===== src/rtl/clk_div_pkg.sv =====
// Shared constants and types for the multi-channel clock divider.
// Standard divisors assume the 50 MHz board clock and square-wave mode.
package clk_div_pkg;

    localparam int unsigned DEF_CNT_W = 32;
    localparam int unsigned N_CH_MAX  = 8;

    typedef logic [DEF_CNT_W-1:0] div_t;

    typedef enum logic {
        MODE_SQUARE = 1'b0,
        MODE_TICK   = 1'b1
    } out_mode_e;

    localparam div_t DIV_1KHZ_SQ  = 32'd25_000;
    localparam div_t DIV_1HZ_SQ   = 32'd25_000_000;
    localparam div_t DIV_2HZ_SQ   = 32'd12_500_000;
    localparam div_t DIV_100HZ_SQ = 32'd250_000;

    // Channel-select width; a single channel still gets a 1-bit select.
    function automatic int unsigned sel_width(input int unsigned n);
        return (n > 1) ? $clog2(n) : 1;
    endfunction

endpackage


===== src/rtl/clk_div_chan.sv =====
// One divider channel: wrap counter, glitch-free divisor reload and
// square/tick output shaping, all outputs registered.
module clk_div_chan
    import clk_div_pkg::*;
#(
    parameter int unsigned      CNT_W   = DEF_CNT_W,
    parameter logic [CNT_W-1:0] DIV_RST = CNT_W'(1)
) (
    input  logic             CLOCK,
    input  logic             RESET,
    input  logic             en,
    input  logic             mode,
    input  logic             load,
    input  logic [CNT_W-1:0] load_div,
    input  logic             sync_clr,
    output logic             clk_out,
    output logic             wrap
);

    logic [CNT_W-1:0] cnt;
    logic [CNT_W-1:0] div;
    logic [CNT_W-1:0] pdiv;
    logic [CNT_W-1:0] d_eff;
    logic             pend;
    logic             sq;
    logic             hit;

    always_comb begin
        d_eff = (div == '0) ? CNT_W'(1) : div;
        hit   = en && (cnt == d_eff - CNT_W'(1));
    end

    always_ff @(posedge CLOCK or posedge RESET) begin
        if (RESET) begin
            cnt     <= '0;
            div     <= DIV_RST;
            pdiv    <= '0;
            pend    <= 1'b0;
            sq      <= 1'b0;
            clk_out <= 1'b0;
            wrap    <= 1'b0;
        end else if (sync_clr) begin
            cnt     <= '0;
            sq      <= 1'b0;
            clk_out <= 1'b0;
            wrap    <= 1'b0;
            pend    <= 1'b0;
            if (load) begin
                div <= load_div;
            end else if (pend) begin
                div <= pdiv;
            end
        end else begin
            wrap <= hit;
            if (en) begin
                cnt <= hit ? '0 : cnt + CNT_W'(1);
            end

            // A running channel only ever switches divisor on a wrap edge,
            // so no shortened or stretched period can reach clk_out.
            if (load) begin
                if (!en) begin
                    div  <= load_div;
                    cnt  <= '0;
                    pend <= 1'b0;
                end else if (hit) begin
                    div  <= load_div;
                    pend <= 1'b0;
                end else begin
                    pdiv <= load_div;
                    pend <= 1'b1;
                end
            end else if (hit && pend) begin
                div  <= pdiv;
                pend <= 1'b0;
            end

            // The square level is frozen while the channel runs in tick mode.
            if (mode == MODE_TICK) begin
                clk_out <= hit;
            end else begin
                sq      <= sq ^ hit;
                clk_out <= sq ^ hit;
            end
        end
    end

endmodule


===== src/rtl/clk_div_multi.sv =====
// Multi-channel clock divider: N_CH independent channels sharing one clock,
// a common reload port with channel decode and a global phase-align clear.
module clk_div_multi
    import clk_div_pkg::*;
#(
    parameter int unsigned               CLK_HZ   = 50_000_000,
    parameter int unsigned               CNT_W    = DEF_CNT_W,
    parameter int unsigned               N_CH     = 4,
    parameter logic [N_CH*CNT_W-1:0]     DIV_INIT = {DIV_1KHZ_SQ, DIV_1HZ_SQ,
                                                     DIV_2HZ_SQ, DIV_100HZ_SQ},
    localparam int unsigned              SEL_W    = sel_width(N_CH)
) (
    input  logic             CLOCK,
    input  logic             RESET,
    input  logic [N_CH-1:0]  en,
    input  logic [N_CH-1:0]  mode,
    input  logic             load,
    input  logic [SEL_W-1:0] load_ch,
    input  logic [CNT_W-1:0] load_div,
    input  logic             sync_clr,
    output logic [N_CH-1:0]  clk_out,
    output logic [N_CH-1:0]  wrap
);

    if (N_CH < 1 || N_CH > N_CH_MAX || CLK_HZ == 0) begin : g_bad_cfg
        $error("clk_div_multi: N_CH must be 1..%0d and CLK_HZ nonzero", N_CH_MAX);
    end

    logic load_ok;

    always_comb begin
        load_ok = load && (32'(load_ch) < N_CH);
    end

    for (genvar i = 0; i < N_CH; i++) begin : g_ch
        logic sel;

        always_comb begin
            sel = load_ok && (load_ch == SEL_W'(i));
        end

        clk_div_chan #(
            .CNT_W   (CNT_W),
            .DIV_RST (DIV_INIT[i*CNT_W +: CNT_W])
        ) u_chan (
            .CLOCK    (CLOCK),
            .RESET    (RESET),
            .en       (en[i]),
            .mode     (mode[i]),
            .load     (sel),
            .load_div (load_div),
            .sync_clr (sync_clr),
            .clk_out  (clk_out[i]),
            .wrap     (wrap[i])
        );
    end

endmodule


===== config.mk =====
export PLATFORM = sky130hd
export DESIGN_NAME = clk_div_multi
export DESIGN_NICKNAME = d
export VERILOG_FILES = /design/src/rtl/clk_div_pkg.sv /design/src/rtl/clk_div_chan.sv /design/src/rtl/clk_div_multi.sv
export SDC_FILE = /design/constraint.sdc
export NUM_CORES = 1
export LEC_CHECK = 0
export ABC_CLOCK_PERIOD_IN_PS = 4600
export BUFFER_PORTS_ARGS = -buffer_cell sky130_fd_sc_hd__buf_2
export CAP_MARGIN = 10
export CORE_UTILIZATION = 58
export DETAILED_ROUTE_END_ITERATION = 6
export PLACE_DENSITY = 0.78
export SYNTH_ARGS = -nofsm -noshare
export SYNTH_HDL_FRONTEND = slang
export SYNTH_HIERARCHICAL = 1
export SYNTH_SLANG_ARGS = --single-unit

===== constraint.sdc =====
create_clock -name CLOCK -period 4.6 [get_ports CLOCK]
set_input_delay 0.23 -clock CLOCK [delete_from_list [all_inputs] [get_ports CLOCK]]
set_output_delay 0.23 -clock CLOCK [all_outputs]
set_load 0.1 [all_outputs]

==> results of run 1 <==
-- timing repair --
| item | CTS | global route |
|---|---|---|
| hold buffers | 8 | 0 |
| buffers inserted | 0 | 9 |
| hold endpoints to repair | 187 | 0 |
| gates cloned | 0 | 7 |
| endpoints found under the setup margin | 47 | 249 |
| pin swaps | 2 | 17 |
| gates resized for setup | 1 | 63 |
-- layout by cell type (no fill, tap or decap), drive strengths merged, types with 24 or more instances in the layout --
master  instances
inv            31
nor4           52
dfrtp         363
mux2          366
nand2b         24
and3           29
dfstp          37
xor2          140
clkbuf         71
nand4          58
nor3           68
xnor2         120
or3            26
mux2i          34
nand3          62
o21ai          28
or4            38
a21oi          40
nor2          240
buf           220
nand2          94
-- flip-flops by register name, summed over array words and instances (netlist names) --
signal               flops
g_ch.u_chan/div        128
g_ch.u_chan/cnt        128
g_ch.u_chan/sq           4
g_ch.u_chan/pdiv       128
g_ch.u_chan/clk_out      4
g_ch.u_chan/pend         4
g_ch.u_chan/wrap         4
-- stage by stage --
step	worst slack (ps)	util (%)	setup TNS, ps	hold slack [ps]	total power, mW
6_report	-39.3	67.4	-355	34.4	13.8
5_1_grt	-152	67.4	-3760	50.9	14.4
2_1_floorplan	13.3	-	0	293	8.17
4_1_cts	11.9	66.2	0	16.8	13.5
3_3_place_gp	48.6	62.5	0	437	9.71
3_5_place_dp	-71.2	62.5	-1210	443	9.88
-- final timing paths --
check | endpoint | depth (start not counted) | slack (ps) | start
max | g_ch[1].u_chan/div[3] | 16 | -40 | g_ch[1].u_chan/div[25]
min | g_ch[0].u_chan/cnt[0] | 3 | 30 | en[0]
max reg2reg | g_ch[1].u_chan/div[3] | 16 | -40 | g_ch[1].u_chan/div[25]
min reg2reg | g_ch[3].u_chan/pdiv[2] | 1 | 490 | g_ch[3].u_chan/pdiv[2]
max in group asynchronous | g_ch[2].u_chan/cnt[7] | 4 | 3030 | RESET
min in group asynchronous | g_ch[0].u_chan/pdiv[19] | 3 | 410 | RESET
-- layout make-up --
| type | count | area (um2) |
|---|---|---|
| antenna | 1 | 2.50 |
| timing repair buffer | 232 | 1850 |
| clock buffer | 67 | 1270 |
| tap | 532 | 666 |
| sequential | 400 | 10100 |
| clock inverter | 10 | 156 |
| inverter | 30 | 123 |
| fill | 3014 | 13300 |
| multi-input combinational | 1682 | 13400 |
-- critical path, stage by stage, from the launching register on --
cell       delay [ps]
dfrtp_1           420
or4_4             540
or4_4             570
nor3_4            240
nor2_2             80
ha_2              180
or3b_4            260
nor4_4             50
buf_6             140
a31oi_4           150
a311oi_2           60
a211o_1           340
a2111oi_4         450
a31o_2            240
nor2b_4           280
clkbuf_16         220
mux2_1            310
-- cell families after synthesis --
group,after synthesis,share of synthesized area [%]
adder cells (fa/ha/maj),8,0.418
buffers and inverters,146,3.25
AO/OA/AOI/OAI,218,7.04
XOR/XNOR,260,9.50
flip-flops,400,41.9
multiplexers,400,19.6
AND/OR/NAND/NOR,796,18.3
-- where the power goes --
group	internal [mW]	switching, mW	leakage (nW)	total [mW]
sequential	4.36	0.661	5.09	5.02
combinational	2.48	2.71	5.78	5.19
clock	2.11	1.44	0.695	3.55
total	8.95	4.81	11.6	13.8
-- layer usage --
layer,GRT usage [%],routed length (um)
met1,41.8,28000
met2,48.7,29700
met3,4.23,3950
met4,9.95,1880
met5,0,0
==> flow_summary.toml, run 1 <==
[run_status]
outcome = "finished with violations"
violations = "setup timing"

[detailed_routing]
drtIter0Drc = 1483
routedWlPerCell_um = 21.5
via_per_inst = 6.24
first_pass_iters = 5
finalWirelength_um = 63500
drc = 0
ant_nets = 0
vias = 18400

[die]
core_area_um2 = 40800
die_area_um2 = 42100
placementRows = 74
start_util_pct = 58.7
die_w_um = 205
ios = 54
die_h_um = 205

[final_layout]
final_area_um2 = 27500
drive_above_1_share_pct = 25.9
fin_cells = 2954
nets = 2442
syn_to_final_growth_pct = 14.7

[global_routing]
antenna_found_initial = 1
grt_overflow_total = 0
grt_pass1_wl_um = 100000
grt_pass1_vias = 18300
grt_max_degree = 61
gr-usage-all-layers_pct = 30.2

[timing]
min_period_ps = 4640
finalHoldViolCount = 0
fin_ws_ps = -39.3
finClkSkew_ps = 37.4
max_slew_margin_pct = 30.8
worst_pin_slew_ps = 1040
setup_viol = 16
rsz0062_at_grt = "true"
post-route-period-util_pct = 101
fmax_mhz = 216
drv_slew = 0

[yosys]
synth-edff-count = 0
ys_types = 78
syn_area_per_cell_um2 = 10.8
syn_area_um2 = 24000
ys_ff_latch = 400
yosysTopAreaCell = "dfrtp_1"
synth_most_common_cell = "dfrtp_1"
netlist_top_cells_area = "dfrtp_1 (38%), mux2_1 (8.5%), mux2_2 (5.8%)"
synth_commonest_cells = "dfrtp_1 (363), nor2_1 (240), mux2_1 (182)"
synthCells = 2228
synth_top_cell_area_share_pct = 37.9
syn_nets = 2282
yosysSeqAreaShare_pct = 41.9
yosys_most_used_dff = "dfrtp_1"
async_flop_share_pct = 100
yosysWarnings = 6

[power_and_ir_drop]
power.density_nw_per_um2 = 500
p_leak_nw = 11.6
ir_drop_uv = 354

[cts]
clock_latency_ps = 590
clk_pin_slew_ps = 60
h-tree-depth = 2
cts_root_buf = "clkbuf_16"
clkSinkCount = 400
cts_max_path_buffers = 3
cts_tree = "yes"
cts_buffers = 42

[placement]
io_buffers = 53
place_congestion = 0.937
dpl_cell_area_um2 = 25500
dp_cells = 2852
dp_hpwl_um = 43800

[critical_path]
crit_path_max_fanout = 8
crit_path_end_kind = "register"
arrival_ps = 5110
path_class = "register to register"
start_kind = "register"
required_ps = 5070

[worst_hold_path]
hold_class = "input pin to register"

[job]
maxCapViolCount = 0
Power figures use the tool's default switching activity.
==> run 2: changes to the inputs <==
PLACE_DENSITY = default   (was 0.78)
PLACE_DENSITY_LB_ADDON = 0.1   (was default)
SETUP_SLACK_MARGIN = 0.3   (was default)
==> run 2 against run 1 <==
  * Clock skew decreased by 16 ps
  * Clock power fell by 4%
  * Flip-flop and latch count unchanged
  * Maximum frequency rose by 3.6%
  * The flow now finishes without violations
==> flow_summary.toml, run 2 (same netlist as run 1, synthesis figures left out) <==
[power_and_ir_drop]
p_int_mw = 9.11
p_leak_nw = 11.9
total_power_mw = 14.0
power_frac_clock_pct = 24.4
power.switching_mw = 4.88
power.density_nw_per_um2 = 494
swShare_pct = 34.9
ir_drop_uv = 312
pwr-share-seq_pct = 36.1
p_comb_share_pct = 39.5

[timing]
fin_hold_ws_ps = 45.8
rsz0062_at_grt = "true"
setup_viol = 0
fin_setup_tns_ps = 0
post-route-period-util_pct = 97.4
max_slew_margin_pct = 41.0
finClkSkew_ps = 21.8
min_period_ps = 4480
finalHoldViolCount = 0
drv_slew = 0
fmax_mhz = 223
worst_pin_slew_ps = 885

[global_routing]
gr-usage-all-layers_pct = 30.1
grt_overflow_total = 0
antenna_found_initial = 0
grt_max_degree = 70
grt_pass1_vias = 17800
grt_pass1_wl_um = 98900

[cts]
h-tree-depth = 2
clkSinkCount = 400
clk_pin_slew_ps = 60
cts_max_path_buffers = 3
cts_root_buf = "clkbuf_16"
cts_tree = "yes"
clock_latency_ps = 570
cts_buffers = 44

[final_layout]
final_cell_mix = "dfrtp_1 (360), nor2_1 (237), buf_4 (168)"
fin_cells = 2992
syn_to_final_growth_pct = 18.2
largestRegisters = "g_ch.u_chan/cnt x128, g_ch.u_chan/div x128, g_ch.u_chan/pdiv x128"
final_common_cell = "dfrtp_1"
drive_above_1_share_pct = 30.0
antenna_cells = 0
nets = 2482

[critical_path]
path_delay_family = "simple AND/OR/NAND/NOR gates"
crit_path_end_kind = "register"
path_class = "register to register"
required_ps = 5060
arrival_ps = 4940
cpMaxStageDelayCell = "or4_4"
max_stage_delay_ps = 560
crit_path_max_fanout = 8
worst-path-buf-inv = 5
crit_path_cell_trace = "or4_4 > or4_4 > nor3_4 > nor2_2 > ha_2 > or3b_4 > buf_6 > nor2_4 > a2111oi_4 > a31o_2 > nand4b_1 > nor4_2 > buf_4 > a31o_4 > nor2b_4 > buf_6 > buf_12 > buf_16 > mux2_4"
r2r-start = "g_ch[0].u_chan/div[18]"
start_kind = "register"
startpoint = "g_ch[0].u_chan/div[18]"

[detailed_routing]
finalWirelength_um = 64200
first_pass_iters = 7
drtIter0Drc = 1313
vias = 18200
drc = 0
via_per_inst = 6.08
routedWlPerCell_um = 21.5
ant_nets = 0

[worst_hold_path]
holdCritStartpoint = "load_div[16]"
hold_class = "input pin to register"

[die]
placementRows = 74
die_h_um = 205
start_util_pct = 58.7
die_w_um = 205
die_area_um2 = 42100
ios = 54
core_area_um2 = 40800

[placement]
place_congestion = 0.937
dp_hpwl_um = 43100
dp_cells = 2829
io_buffers = 53

[run_status]
outcome = "completed"

[job]
maxCapViolCount = 0
[run 2: changes by cell type in the layout (fill, tap and decap cells not counted), moves of 5 or more]
cell	previous run	this run
buf_6	4	11
mux2_4	81	124
mux2_1	161	118
buf_16	0	7
buf_12	11	16
or4_4	8	20
or4_1	30	18
buf_4	152	168
clkbuf_1	14	20
[run 2: final timing paths]
| path | endpoint | slack (ps) | cells past startpoint |
|---|---|---|---|
| min in group asynchronous | g_ch[2].u_chan/pdiv[0] | 410 | 3 |
| hold / removal | g_ch[2].u_chan/pdiv[16] | 50 | 2 |
| hold reg to reg | g_ch[3].u_chan/pdiv[24] | 480 | 1 |
| setup reg to reg | g_ch[0].u_chan/div[6] | 120 | 19 |
| setup / recovery | g_ch[0].u_chan/div[6] | 120 | 19 |
| max in group asynchronous | g_ch[2].u_chan/cnt[28] | 3050 | 4 |
[run 2: repair_timing]
item,4_1_cts,5_1_grt
gates cloned,8,8
gates resized for setup,51,54
pin swaps,31,26
setup buffers,41,21
hold endpoints to repair,223,0
setup endpoints to repair,241,277
hold buffers,7,0
[run 2: worst reg2reg max path, cell delays in order, from the launching register on]
cell and delay [ps]:
dfrtp_1 380, or4_4 540, or4_4 560, nor3_4 220
nor2_2 60, ha_2 180, or3b_4 250, buf_6 110
nor2_4 50, a2111oi_4 330, a31o_2 150, nand4b_1 130
nor4_2 240, buf_4 180, a31o_4 150, nor2b_4 180
buf_6 140, buf_12 100, buf_16 130, mux2_4 300
[run 2: stage by stage]
stage	util [%]	setup slack (ps)	area (um2)
after floorplan	-	307	24200
after global placement	62.6	125	25600
after detailed placement	62.6	72.8	25600
final	69.4	120	28300
after CTS	68.1	191	27800
after global routing	69.4	-22.8	28300
[run 2: area by class of cell]
type	instances	area, um2
inverter	30	123
sequential	400	10100
tap	532	666
multi-input combinational	1683	13700
timing repair buffer	269	2400
clock buffer	73	1310
clock inverter	5	55.1
fill	3023	12500
[run 2: metal layers]
layer / GRT usage (%) / vias up / routed length (um)
met5: 0 / - / 0
met4: 10.7 / 0 / 1960
met3: 3.71 / 123 / 2920
met2: 46.8 / 450 / 29200
met1: 43.3 / 9131 / 30100
li1: - / 8489 / -
[run 2: power groups by stage]
stage / Clock, mW / Sequential [mW] / Combinational (mW)
after floorplan: 0 / 4.97 / 3.41
after global placement: 0 / 5.03 / 4.80
after detailed placement: 0 / 5.07 / 4.88
after CTS: 3.47 / 5.01 / 5.25
after global routing: 3.61 / 5.14 / 5.93
final: 3.41 / 5.05 / 5.53
